===== config.mk =====
export PLATFORM = sky130hd
export DESIGN_NAME = mem_seq_master
export DESIGN_NICKNAME = d
export VERILOG_FILES = /design/src/rtl/mem_seq_master.sv
export SDC_FILE = /design/constraint.sdc
export NUM_CORES = 1
export LEC_CHECK = 0
export BUFFER_PORTS_ARGS = -buffer_cell sky130_fd_sc_hd__buf_4
export CAP_MARGIN = 20
export CORE_UTILIZATION = 52
export CTS_CLUSTER_DIAMETER = 100
export DETAILED_ROUTE_END_ITERATION = 8
export GPL_ROUTABILITY_DRIVEN = 0
export GPL_TIMING_DRIVEN = 0
export PLACE_DENSITY = 0.9
export SLEW_MARGIN = 25
export SYNTH_ARGS = -nofsm -noshare
export SYNTH_HDL_FRONTEND = slang
export SYNTH_SLANG_ARGS = --single-unit

===== constraint.sdc =====
create_clock -name clk -period 6.03 [get_ports clk]
set_input_delay 0.3015 -clock clk [delete_from_list [all_inputs] [get_ports clk]]
set_output_delay 0.3015 -clock clk [all_outputs]
set_load 0.01 [all_outputs]

===== src/rtl/mem_seq_master.sv =====
// Sequential Avalon-MM master: moves a run of len words between a valid/ready
// word stream and an Avalon slave, one transfer at a time, starting at addr.
module mem_seq_master #(
    parameter int DATA_W = 32,
    parameter int ADDR_W = 32,
    parameter int LEN_W  = 8
) (
    input  logic              clk,
    input  logic              resetn,
    // command port: go is taken only in a cycle where ready=1
    input  logic              go,
    input  logic              rd_nwr,
    input  logic [ADDR_W-1:0] addr,
    input  logic [LEN_W-1:0]  len,
    output logic              ready,
    output logic              done,
    // write stream: a word moves on a cycle with wr_valid=1 and wr_ready=1
    input  logic [DATA_W-1:0] wr_data,
    input  logic              wr_valid,
    output logic              wr_ready,
    // read stream: rd_valid is a single-cycle strobe, no backpressure
    output logic [DATA_W-1:0] rd_data,
    output logic              rd_valid,
    // Avalon-MM master
    output logic [ADDR_W-1:0] address,
    output logic              write,
    output logic [DATA_W-1:0] writedata,
    output logic              read,
    input  logic [DATA_W-1:0] readdata,
    input  logic              readdatavalid,
    input  logic              waitrequest,
    // state observation
    output logic [2:0]        dbg_state
);

    typedef enum logic [2:0] {
        S_IDLE     = 3'd0,
        S_WR_FETCH = 3'd1,
        S_WR_ISSUE = 3'd2,
        S_RD_ISSUE = 3'd3,
        S_RD_WAIT  = 3'd4,
        S_DONE     = 3'd5
    } state_t;

    localparam logic [ADDR_W-1:0] ADDR_STEP = ADDR_W'(DATA_W / 8);

    state_t              r_state;
    state_t              w_next;
    logic                r_armed;
    logic [LEN_W-1:0]    r_count;
    logic [ADDR_W-1:0]   r_address;
    logic [DATA_W-1:0]   r_writedata;
    logic [DATA_W-1:0]   r_rd_data;
    logic                r_rd_valid;
    logic                w_accept;
    logic                w_last;

    assign w_accept  = go && ready;
    assign w_last    = (r_count == LEN_W'(1));
    assign address   = r_address;
    assign writedata = r_writedata;
    assign rd_data   = r_rd_data;
    assign rd_valid  = r_rd_valid;
    assign dbg_state = r_state;

    always_ff @(posedge clk or negedge resetn) begin
        if (!resetn) begin
            r_state <= S_IDLE;
        end else begin
            r_state <= w_next;
        end
    end

    // r_armed keeps ready low until the first edge after reset release.
    always_comb begin
        w_next   = r_state;
        ready    = 1'b0;
        wr_ready = 1'b0;
        write    = 1'b0;
        read     = 1'b0;
        done     = 1'b0;
        case (r_state)
            S_IDLE: begin
                ready = r_armed;
                if (go && r_armed) begin
                    if (len == '0) begin
                        w_next = S_DONE;
                    end else if (rd_nwr) begin
                        w_next = S_RD_ISSUE;
                    end else begin
                        w_next = S_WR_FETCH;
                    end
                end
            end
            S_WR_FETCH: begin
                wr_ready = 1'b1;
                if (wr_valid) begin
                    w_next = S_WR_ISSUE;
                end
            end
            S_WR_ISSUE: begin
                write = 1'b1;
                if (!waitrequest) begin
                    w_next = w_last ? S_DONE : S_WR_FETCH;
                end
            end
            S_RD_ISSUE: begin
                read = 1'b1;
                if (!waitrequest) begin
                    w_next = S_RD_WAIT;
                end
            end
            S_RD_WAIT: begin
                if (readdatavalid) begin
                    w_next = w_last ? S_DONE : S_RD_ISSUE;
                end
            end
            S_DONE: begin
                done   = 1'b1;
                w_next = S_IDLE;
            end
            default: begin
                w_next = S_IDLE;
            end
        endcase
    end

    always_ff @(posedge clk or negedge resetn) begin
        if (!resetn) begin
            r_armed     <= 1'b0;
            r_count     <= '0;
            r_address   <= '0;
            r_writedata <= '0;
            r_rd_data   <= '0;
            r_rd_valid  <= 1'b0;
        end else begin
            r_armed    <= 1'b1;
            r_rd_valid <= 1'b0;
            case (r_state)
                S_IDLE: begin
                    if (w_accept && (len != '0)) begin
                        r_address <= addr;
                        r_count   <= len;
                    end
                end
                S_WR_FETCH: begin
                    if (wr_valid) begin
                        r_writedata <= wr_data;
                    end
                end
                S_WR_ISSUE: begin
                    if (!waitrequest) begin
                        r_count <= r_count - LEN_W'(1);
                        if (!w_last) begin
                            r_address <= r_address + ADDR_STEP;
                        end
                    end
                end
                S_RD_WAIT: begin
                    // Responses are only honoured here, so a stray or late one is dropped.
                    if (readdatavalid) begin
                        r_rd_data  <= readdata;
                        r_rd_valid <= 1'b1;
                        r_count    <= r_count - LEN_W'(1);
                        if (!w_last) begin
                            r_address <= r_address + ADDR_STEP;
                        end
                    end
                end
                default: begin
                end
            endcase
        end
    end

endmodule


==> qor.txt, run 1 <==
Initial core utilization: 0.536
GR Util All Layers: 0.287
CTS H-tree depth: 3
Status: finished, violations left
CTS Buf Count: 9
Setup Skew: 19.7 ps
Critical Path Fanout Max: 10
Violated checks: negative hold slack
DIE WIDTH: 102 µm
Largest stage delay on the critical path: 810 ps
Critical Path RT: 6330 ps
Initial antenna violation count: 0
Max_cap viols: 0
Crit-path cells: ha_1 -> nand3_1 -> nor4_1 -> buf_2 -> nand3_1 -> a21oi_1 -> a2bb2oi_1
Pins Over Slew Limit: 0
CP delay by family, top: simple AND/OR/NAND/NOR gates
Met2 GRT Util: 0.480
Sequential-to-total area share from yosys stat: 0.521
Vias/cell: 5.95
Remaining DRCs: 0
Critical path's slowest cell: nor4_1
M1 GR Usage: 0.366
CTS tree: done
Drt total wl: 15700 µm
#FFs+latches synth: 109
Total grt overflow: 0
Global-route wire length before repair: 23100 µm
Worst Hold Slack: -25.4 ps
CTS Buffer Depth: 2
Syn_nets: 600
DR vias: 5054
IO Pins: 216
Root Driver: clkbuf_8
VDD IR-drop max: 335 µV
Post-CTS sizing: 0
Most frequent cells in the layout: 215 x buf_4, 109 x dfrtp_1, 63 x mux2_2, 45 x a21oi_1
Final setup viols: 0
Drt wl/cell: 18.5 µm
Worst Path Buf+Inv: 1
Initial DRC count: 487
Largest net degree at the start of global routing: 110
Die height: 102 µm
FP Rows: 36
DP HPWL: 11600 µm
Layout area overhead: 37.6%
Ys async rst share: 1.00
Worst slew pin tran: 908 ps
Vias in the first global route: 4796
Period utilisation layout: 0.412
Antenna viol nets, final: 0
CTS sink cnt: 109
Filler cells: 704
DR pass1 iterations: 7
Die area: 10500 µm²
Commonest non-fill, non-tap cell in the layout: buf_4
# diodes: 0
CP Class: flip-flop to flip-flop
Tot Pwr: 3.86 mW
GRT Max-Usage Layer: met2
EDFF count, synth: 0
Total power divided by cell area: 535 nW/µm²
Worst hold path class: primary input to asynchronous set/reset pin
Core region area: 9770 µm²
RSZ-0062 raised after global routing: no
Fmax: 402 MHz
Leak pwr: 3.32 nW
Fraction of layout cells with a size suffix above 1: 0.441
Synthesized area per cell: 10.8 µm²
Element type at the critical path end: flip-flop
Hold bufs inserted after CTS: 0
Final-stage net count: 826
Min cycle time layout: 2490 ps
Post-CTS setup buffers: 0
Slew HR: 0.389
# port buffers: 215
Top FF cell, synth: dfrtp_1
Final hold vios: 12
Syn. warnings: 0
Critical Path AT: 2780 ps
Cells after Synth: 486
Clk slew on worst S/H paths: 120 ps
M3 GR Usage: 0.0663
Sum Neg Setup Slack: 0 ps
Clock Latency Late Sink: 370 ps
Startpoint Class: flip-flop
Post-synth design cell area: 5240 µm²
CP most frequent cell: nand3_1
Distinct cell type count after synthesis: 54
==> kinds of logic (layout without fill, tap and decap cells) <==
| logic type | Yosys count | in the layout | synth area share |
|---|---|---|---|
| xor+xnor | 1 | 1 | 0.00167 |
| simple gates | 133 | 133 | 0.132 |
| buf+inv | 40 | 270 | 0.0346 |
| fa+ha+maj | 3 | 3 | 0.00716 |
| mux | 66 | 66 | 0.142 |
| flops | 109 | 109 | 0.521 |
| other cells | 1 | 1 | 0.000716 |
| compound gates | 133 | 133 | 0.162 |
==> metal layers <==
layer	wire length, µm	up-vias
met1	5780	2422
met5	0	-
met3	1510	52
li1	-	2244
met4	439	0
met2	7970	336
==> where the power goes <==
| group | internal, mW | switching [mW] | total, mW |
|---|---|---|---|
| Combinational | 0.997 | 1.04 | 2.03 |
| Clock | 0.157 | 0.266 | 0.424 |
| Sequential | 1.09 | 0.305 | 1.40 |
| Total | 2.25 | 1.61 | 3.86 |
==> sequential cells by signal, summed over array words and instances (netlist names) <==
| register | cells |
|---|---|
| address | 32 |
| dbg_state | 3 |
| r_armed | 1 |
| r_count | 8 |
| rd_data | 32 |
| rd_valid | 1 |
| writedata | 32 |
==> worst register-to-register path, cell delays in order (launching register included) <==
cell and delay (ps):
dfrtp_1 430, ha_1 230, nand3_1 150, nor4_1 810, buf_2 370, nand3_1 110
a21oi_1 180, a2bb2oi_1 160
==> worst paths after layout <==
| path | start | end | slack [ps] | cells past startpoint |
|---|---|---|---|---|
| max | address[2] | address[22] | 3540 | 7 |
| min | resetn | rd_data[22] | -30 | 1 |
| max reg2reg | address[2] | address[22] | 3540 | 7 |
| min reg2reg | address[1] | address[1] | 490 | 2 |
| max in group asynchronous | resetn | r_count[5] | 5350 | 1 |
| min in group clk | readdatavalid | dbg_state[2] | 150 | 2 |
==> layout make-up <==
| class | count | area (µm²) | share of cell area |
|---|---|---|---|
| sequential | 109 | 2730 | 0.378 |
| multi-input combinational | 337 | 2330 | 0.323 |
| timing repair buffer | 215 | 1620 | 0.225 |
| tap | 133 | 166 | 0.0231 |
| buffer | 33 | 155 | 0.0215 |
| clock buffer | 9 | 124 | 0.0172 |
| clock inverter | 6 | 58.8 | 0.00816 |
| inverter | 7 | 26.3 | 0.00364 |
==> per-stage QoR <==
step,cells,cell area (µm²),setup slack (ps),util
6_report,849,7210,3540,0.738
5_1_grt,849,7210,3420,0.738
4_1_cts,849,7210,3640,0.737
3_5_place_dp,834,7020,3660,0.719
3_3_place_gp,834,7020,3710,0.718
2_1_floorplan,486,5240,3910,-
==> synth_stat cells (3+ instances only) <==
library cell	count	area (µm²)
a21oi_1	45	225
a22oi_1	4	30.0
a2bb2oi_1	9	78.8
a31o_2	3	26.3
a31oi_1	6	37.5
and2_1	3	18.8
and3_1	6	37.5
and4_1	3	26.3
buf_2	10	50.1
clkbuf_1	20	75.1
dfrtp_1	109	2730
ha_1	3	37.5
inv_1	7	26.3
mux2_2	63	709
nand2_1	32	120
nand3_1	18	90.1
nand4_1	11	68.8
nor2_1	32	120
nor3_1	5	25.0
nor3b_1	3	22.5
nor4_1	4	25.0
o211ai_1	3	22.5
o21ai_0	28	140
o21bai_1	3	22.5
o22a_1	10	87.6
o22ai_1	7	43.8
or4_1	5	37.5
No activity file was read; power rests on OpenSTA's default activity.
==> run 2: changes to the inputs <==
--- a/config.mk
+++ b/config.mk
@@ -7,12 +7,12 @@
 export LEC_CHECK = 0
 export BUFFER_PORTS_ARGS = -buffer_cell sky130_fd_sc_hd__buf_4
 export CAP_MARGIN = 20
-export CORE_UTILIZATION = 52
+export CORE_UTILIZATION = 48
 export CTS_CLUSTER_DIAMETER = 100
 export DETAILED_ROUTE_END_ITERATION = 8
 export GPL_ROUTABILITY_DRIVEN = 0
 export GPL_TIMING_DRIVEN = 0
-export PLACE_DENSITY = 0.9
+export PLACE_DENSITY = 0.85
 export SLEW_MARGIN = 25
 export SYNTH_ARGS = -nofsm -noshare
 export SYNTH_HDL_FRONTEND = slang
==> constraint.sdc (replaced) <==
create_clock -name clk -period 2.4 [get_ports clk]
set_input_delay 0.12 -clock clk [delete_from_list [all_inputs] [get_ports clk]]
set_output_delay 0.12 -clock clk [all_outputs]
set_load 0.01 [all_outputs]
==> qor.txt, run 2 (synthesis results as in run 1) <==
Final setup viols: 0 (unchanged)
Initial antenna violation count: 3 (+3)
Root Driver: clkbuf_8
Design area: 8110 µm² (+12%)
Period utilisation layout: 0.969 (+0.556)
Max_cap viols: 0 (unchanged)
Layout area overhead: 54.8%
Min cycle time layout: 2320 ps (-162 ps)
Element type at the critical path end: flip-flop
Crit Reg-Reg Startpoint: r_count[1]
Clock Latency Late Sink: 370 ps (about the same)
Sum Neg Setup Slack: 0 ps (unchanged)
Remaining DRCs: 0 (unchanged)
Final-stage net count: 903 (+9.3%)
DP HPWL: 12100 µm (+4.6%)
Vias in the first global route: 5591 (+17%)
CP delay by family, top: simple AND/OR/NAND/NOR gates
Die area: 11300 µm² (+8.2%)
Tot Pwr: 10.4 mW (+170%)
Initial core utilization: 0.501 (-0.0353)
Worst setup slack after layout: 75.4 ps (-3470 ps)
GR Util All Layers: 0.347 (+0.0602)
Flop2flop setup slack: 80 ps (-3470 ps)
Fmax: 430 MHz (+7.0%)
CTS sink cnt: 109 (unchanged)
CP Class: flip-flop to flip-flop
Commonest non-fill, non-tap cell in the layout: buf_4
Worst hold path class: primary input to flip-flop
R2R depth: 9 (+2)
Critical Path RT: 2650 ps (-3680 ps)
Startpoint Class: flip-flop
Largest net degree at the start of global routing: 110 (unchanged)
Leak pwr: 3.70 nW (+11%)
DR vias: 5644 (+12%)
Die height: 106 µm (+4.0%)
CP endpoint: address[9]
Fraction of layout cells with a size suffix above 1: 0.427 (-0.0144)
Dpl cell area: 7030 µm² (about the same)
Global-route wire length before repair: 29900 µm (+30%)
Initial DRC count: 670 (+38%)
Total power divided by cell area: 1290 nW/µm² (+140%)
VDD IR-drop max: 737 µV (+120%)
Status: complete, no violations
Slew HR: 0.399 (+0.0102)
Pins Over Slew Limit: 0 (unchanged)
Drt wl/cell: 21.3 µm (+15%)
Total grt overflow: 0 (unchanged)
CTS H-tree depth: 3 (unchanged)
Worst slew pin tran: 901 ps (-6.85 ps)
CTS Buf Count: 9 (unchanged)
# port buffers: 215 (unchanged)
Worst Path Buf+Inv: 3 (+2)
Worst path depth: 9 (+2)
Worst Hold Slack: 28.5 ps (+53.9 ps)
Final hold vios: 0 (-12)
Setup Skew: 12.5 ps (-7.19 ps)
FP Rows: 37 (+2.8%)
Clk slew on worst S/H paths: 110 ps (about the same)
Core region area: 10500 µm² (+7.0%)
Critical Path AT: 2570 ps (-210 ps)
Drt total wl: 19900 µm (+27%)
Critical path's slowest cell: or4b_4
CTS tree: done
IO Pins: 216 (unchanged)
Final core occ: 0.775 (+0.0376)
Placed cells: 837 (+0.36%)
R2R Path End: address[9]
CTS Buffer Depth: 2 (unchanged)
DR pass1 iterations: 5 (-2)
Vias/cell: 6.05 (+1.6%)
Pre-CTS setup slack: 36.6 ps (-3620 ps)
Non-filler instance count after layout: 933 (+9.9%)
Critical Path Fanout Max: 6 (-4)
Crit-path cells: inv_2 -> ha_4 -> or3b_4 -> or4b_4 -> o211ai_4 -> buf_6 -> buf_4 -> a21oi_1 -> a2bb2oi_1
Most frequent cells in the layout: 224 x buf_4, 109 x dfrtp_1, 70 x dlygate4sd3_1, 63 x mux2_2, 44 x a21oi_1
Antenna viol nets, final: 0 (unchanged)
DIE WIDTH: 106 µm (+4.0%)
CP startpoint: r_count[1]
Largest stage delay on the critical path: 570 ps (-240 ps)
-- run 2: changes by cell type in the layout (fill, tap and decap cells not counted), sizes merged --
cell,previous run,this run
dlygate4sd3,0,70
buf,227,235
diode,0,3
clkinv,2,0
bufinv,0,1
clkbuf,30,31
-- run 2: timing repair --
| item | 4_1_cts | 5_1_grt |
|---|---|---|
| gates resized for setup | 1 | 33 |
| hold buffers | 70 | 0 |
| endpoints found under the hold margin | 178 | 0 |
| cloned | 0 | 2 |
| pin swaps | 0 | 3 |
| endpoints found under the setup margin | 2 | 95 |
| buffers inserted | 0 | 7 |
-- run 2: worst min-delay path by stage --
stage / startpoint / endpoint / depth (start not counted)
2_1_floorplan: resetn / address[0] / 0
3_3_place_gp: readdatavalid / dbg_state[2] / 2
3_5_place_dp: resetn / address[13] / 1
4_1_cts: addr[5] / address[5] / 3
5_1_grt: addr[5] / address[5] / 3
6_report: addr[5] / address[5] / 3
-- run 2: cell type report --
type	instances	area (µm²)
inverters	7	26.3
flip-flops and latches	109	2730
clock buffers	11	141
fillers	672	2350
plain buffers	31	170
diodes	3	7.51
repair buffers	294	2410
clock inverters	5	66.3
multi-input cells	337	2390
well taps	136	170
-- run 2: per-layer routing --
metal  GRT usage  vias to the layer above  part of all wire
li1            -                     2401                 -
met1       0.391                     2728              0.33
met2       0.622                      401              0.52
met3      0.0736                      114             0.081
met4       0.169                        0             0.063
met5           0                        -                 0
-- run 2: tightest hold or removal path: cells and delay by family --
kind | cells | cell delay [ps]
buffers and inverters | 1 | 90
AOI/OAI and AO/OA | 2 | 160
-- run 2: power breakdown --
part | total [mW] | switching, mW | internal, mW
clock network | 1.20 | 0.674 | 0.528
registers | 3.61 | 0.863 | 2.74
logic | 5.63 | 2.86 | 2.77
total | 10.4 | 4.40 | 6.04
==> run 3: changes to the inputs <==
--- a/config.mk
+++ b/config.mk
@@ -7,12 +7,12 @@
 export LEC_CHECK = 0
 export BUFFER_PORTS_ARGS = -buffer_cell sky130_fd_sc_hd__buf_4
 export CAP_MARGIN = 20
-export CORE_UTILIZATION = 48
+export CORE_UTILIZATION = 52
 export CTS_CLUSTER_DIAMETER = 100
 export DETAILED_ROUTE_END_ITERATION = 8
 export GPL_ROUTABILITY_DRIVEN = 0
 export GPL_TIMING_DRIVEN = 0
-export PLACE_DENSITY = 0.85
+export PLACE_DENSITY = 0.9
 export SLEW_MARGIN = 25
 export SYNTH_ARGS = -nofsm -noshare
 export SYNTH_HDL_FRONTEND = slang
==> constraint.sdc (replaced) <==
create_clock -name clk -period 2.8 [get_ports clk]
set_input_delay 0.14 -clock clk [delete_from_list [all_inputs] [get_ports clk]]
set_output_delay 0.14 -clock clk [all_outputs]
set_load 0.01 [all_outputs]
==> qor.txt, run 3 (synthesis results as in run 1) <==
CP Class: flip-flop to flip-flop
Net Sw Power: 3.55 mW (-19%)
Worst Hold Slack: 3.46 ps (-25.0 ps)
Most frequent cells in the layout: 215 x buf_4, 109 x dfrtp_1, 63 x mux2_2, 45 x a21oi_1, 45 x dlygate4sd3_1
Vias in the first global route: 5109 (-8.6%)
DIE WIDTH: 102 µm (-3.9%)
Fraction of layout cells with a size suffix above 1: 0.415 (-0.0117)
CTS sink cnt: 109 (unchanged)
Leak pwr: 3.50 nW (-5.2%)
Gate power share: 0.530 (-0.009)
Min cycle time layout: 2490 ps (+161 ps)
Placed cells: 834 (-0.36%)
CTS tree: done
Post-CTS sizing: 0 (-1)
Worst hold path class: primary input to flip-flop
Die area: 10500 µm² (-7.6%)
Remaining DRCs: 0 (unchanged)
Commonest non-fill, non-tap cell in the layout: buf_4
Worst Path Buf+Inv: 1 (-2)
Initial core utilization: 0.536 (+0.0353)
Sum Neg Setup Slack: 0 ps (unchanged)
Final hold vios: 0 (unchanged)
Non-filler instance count after layout: 894 (-4.2%)
Status: complete, no violations
Critical Path RT: 3110 ps (+460 ps)
Largest stage delay on the critical path: 780 ps (+210 ps)
Drt total wl: 17300 µm (-13%)
Startpoint Class: flip-flop
IO Pins: 216 (unchanged)
Element type at the critical path end: flip-flop
Global-route wire length before repair: 24700 µm (-18%)
FP Rows: 36 (-2.7%)
CTS Buf Count: 9 (unchanged)
Total power divided by cell area: 1100 nW/µm² (-14%)
Clock Latency Late Sink: 380 ps (about the same)
CP delay by family, top: simple AND/OR/NAND/NOR gates
Critical path's slowest cell: nor4_1
Max_cap viols: 0 (unchanged)
Worst slew pin tran: 889 ps (-12.3 ps)
Period utilisation layout: 0.888 (-0.0810)
DP HPWL: 11600 µm (-4.4%)
Dpl cell area: 7020 µm² (about the same)
Tot Pwr: 8.43 mW (-19%)
Initial antenna violation count: 0 (-3)
Clk slew on worst S/H paths: 120 ps (about the same)
Total internal power: 4.88 mW (-19%)
Final-stage net count: 871 (-3.5%)
Fmax: 402 MHz (-6.5%)
Critical Path Fanout Max: 10 (+4)
Vias/cell: 5.93 (-2.1%)
Sw Share: 0.421 (about the same)
Largest net degree at the start of global routing: 110 (unchanged)
Sequential share of power: 0.360 (+0.014)
VDD IR-drop max: 769 µV (+4.3%)
Slew HR: 0.402 (+0.00275)
Die height: 102 µm (-3.9%)
CTS Buffer Depth: 2 (unchanged)
Pins Over Slew Limit: 0 (unchanged)
Clock power share: 0.110 (-0.005)
Antenna viol nets, final: 0 (unchanged)
RSZ-0062 raised after global routing: no
GR Util All Layers: 0.308 (-0.0392)
Initial DRC count: 458 (-32%)
Layout area overhead: 46.2%
Setup Skew: 21.3 ps (+8.72 ps)
Total grt overflow: 0 (unchanged)
Design area: 7660 µm² (-5.6%)
Crit-path cells: nand4_1 -> nor4_1 -> buf_2 -> nand3_1 -> a21oi_1 -> a2bb2oi_1
# port buffers: 215 (unchanged)
DR vias: 5297 (-6.1%)
Core region area: 9770 µm² (-6.6%)
Critical Path AT: 2790 ps (+220 ps)
DR pass1 iterations: 6 (+1)
CTS H-tree depth: 3 (unchanged)
Drt wl/cell: 19.3 µm (-9.3%)
Final setup viols: 0 (unchanged)
Root Driver: clkbuf_8
# diodes: 0 (-3)
## run 3: cell count changes in the layout (fill, tap and decap cells not counted), sizes merged
| cell | before | now |
|---|---|---|
| buf | 235 | 227 |
| bufinv | 1 | 0 |
| clkbuf | 31 | 30 |
| clkinv | 0 | 2 |
| diode | 3 | 0 |
| dlygate4sd3 | 70 | 45 |
## run 3: area by class of cell
class,instances,area (µm²)
Clock inverter,6,58.8
Tap cell,133,166
Inverter,7,26.3
Timing Repair Buffer,260,2070
Multi-Input combinational cell,337,2330
Fill cell,606,2110
Clock buffer,9,124
Sequential cell,109,2730
Buffer,33,155
## run 3: worst register-to-register path, stage by stage, from the launching register on
cell	delay [ps]
dfrtp_1	490
nand4_1	340
nor4_1	780
buf_2	370
nand3_1	110
a21oi_1	170
a2bb2oi_1	160
## run 3: repair_timing
item,CTS,global route
endpoints found under the hold margin,142,11
setup buffers,0,0
hold buffers,34,11
## run 3: worst paths after layout
| kind | from | end | slack [ps] | cells past startpoint |
|---|---|---|---|---|
| max | address[8] | address[22] | 310 | 6 |
| min | readdata[0] | rd_data[0] | 3 | 2 |
| max reg2reg | address[8] | address[22] | 310 | 6 |
| min reg2reg | address[1] | address[1] | 490 | 2 |
| max in group asynchronous | resetn | r_count[5] | 1740 | 2 |
| min in group asynchronous | resetn | rd_data[27] | 490 | 2 |
## run 3: routing by layer
| layer | vias to the layer above | wire, µm | track usage |
|---|---|---|---|
| li1 | 2338 | - | - |
| met1 | 2544 | 6220 | 0.381 |
| met2 | 346 | 8820 | 0.514 |
| met3 | 69 | 1540 | 0.0705 |
| met4 | 0 | 687 | 0.144 |
| met5 | - | 0 | 0 |
## run 3: through the flow
step | setup slack (ps) | util
6_report | 315 | 0.784
4_1_cts | 409 | 0.772
5_1_grt | 191 | 0.784
2_1_floorplan | 676 | -
3_5_place_dp | 427 | 0.719
3_3_place_gp | 479 | 0.718
## run 3: power groups by stage
stage	clock (mW)	sequential [mW]	combinational (mW)
finish	0.926	3.04	4.47
global route	0.993	3.12	4.76
CTS	0.925	2.99	4.37
detailed placement	0	3.01	4.33
global placement	0	2.95	4.16
floorplan	0	3.22	2.08
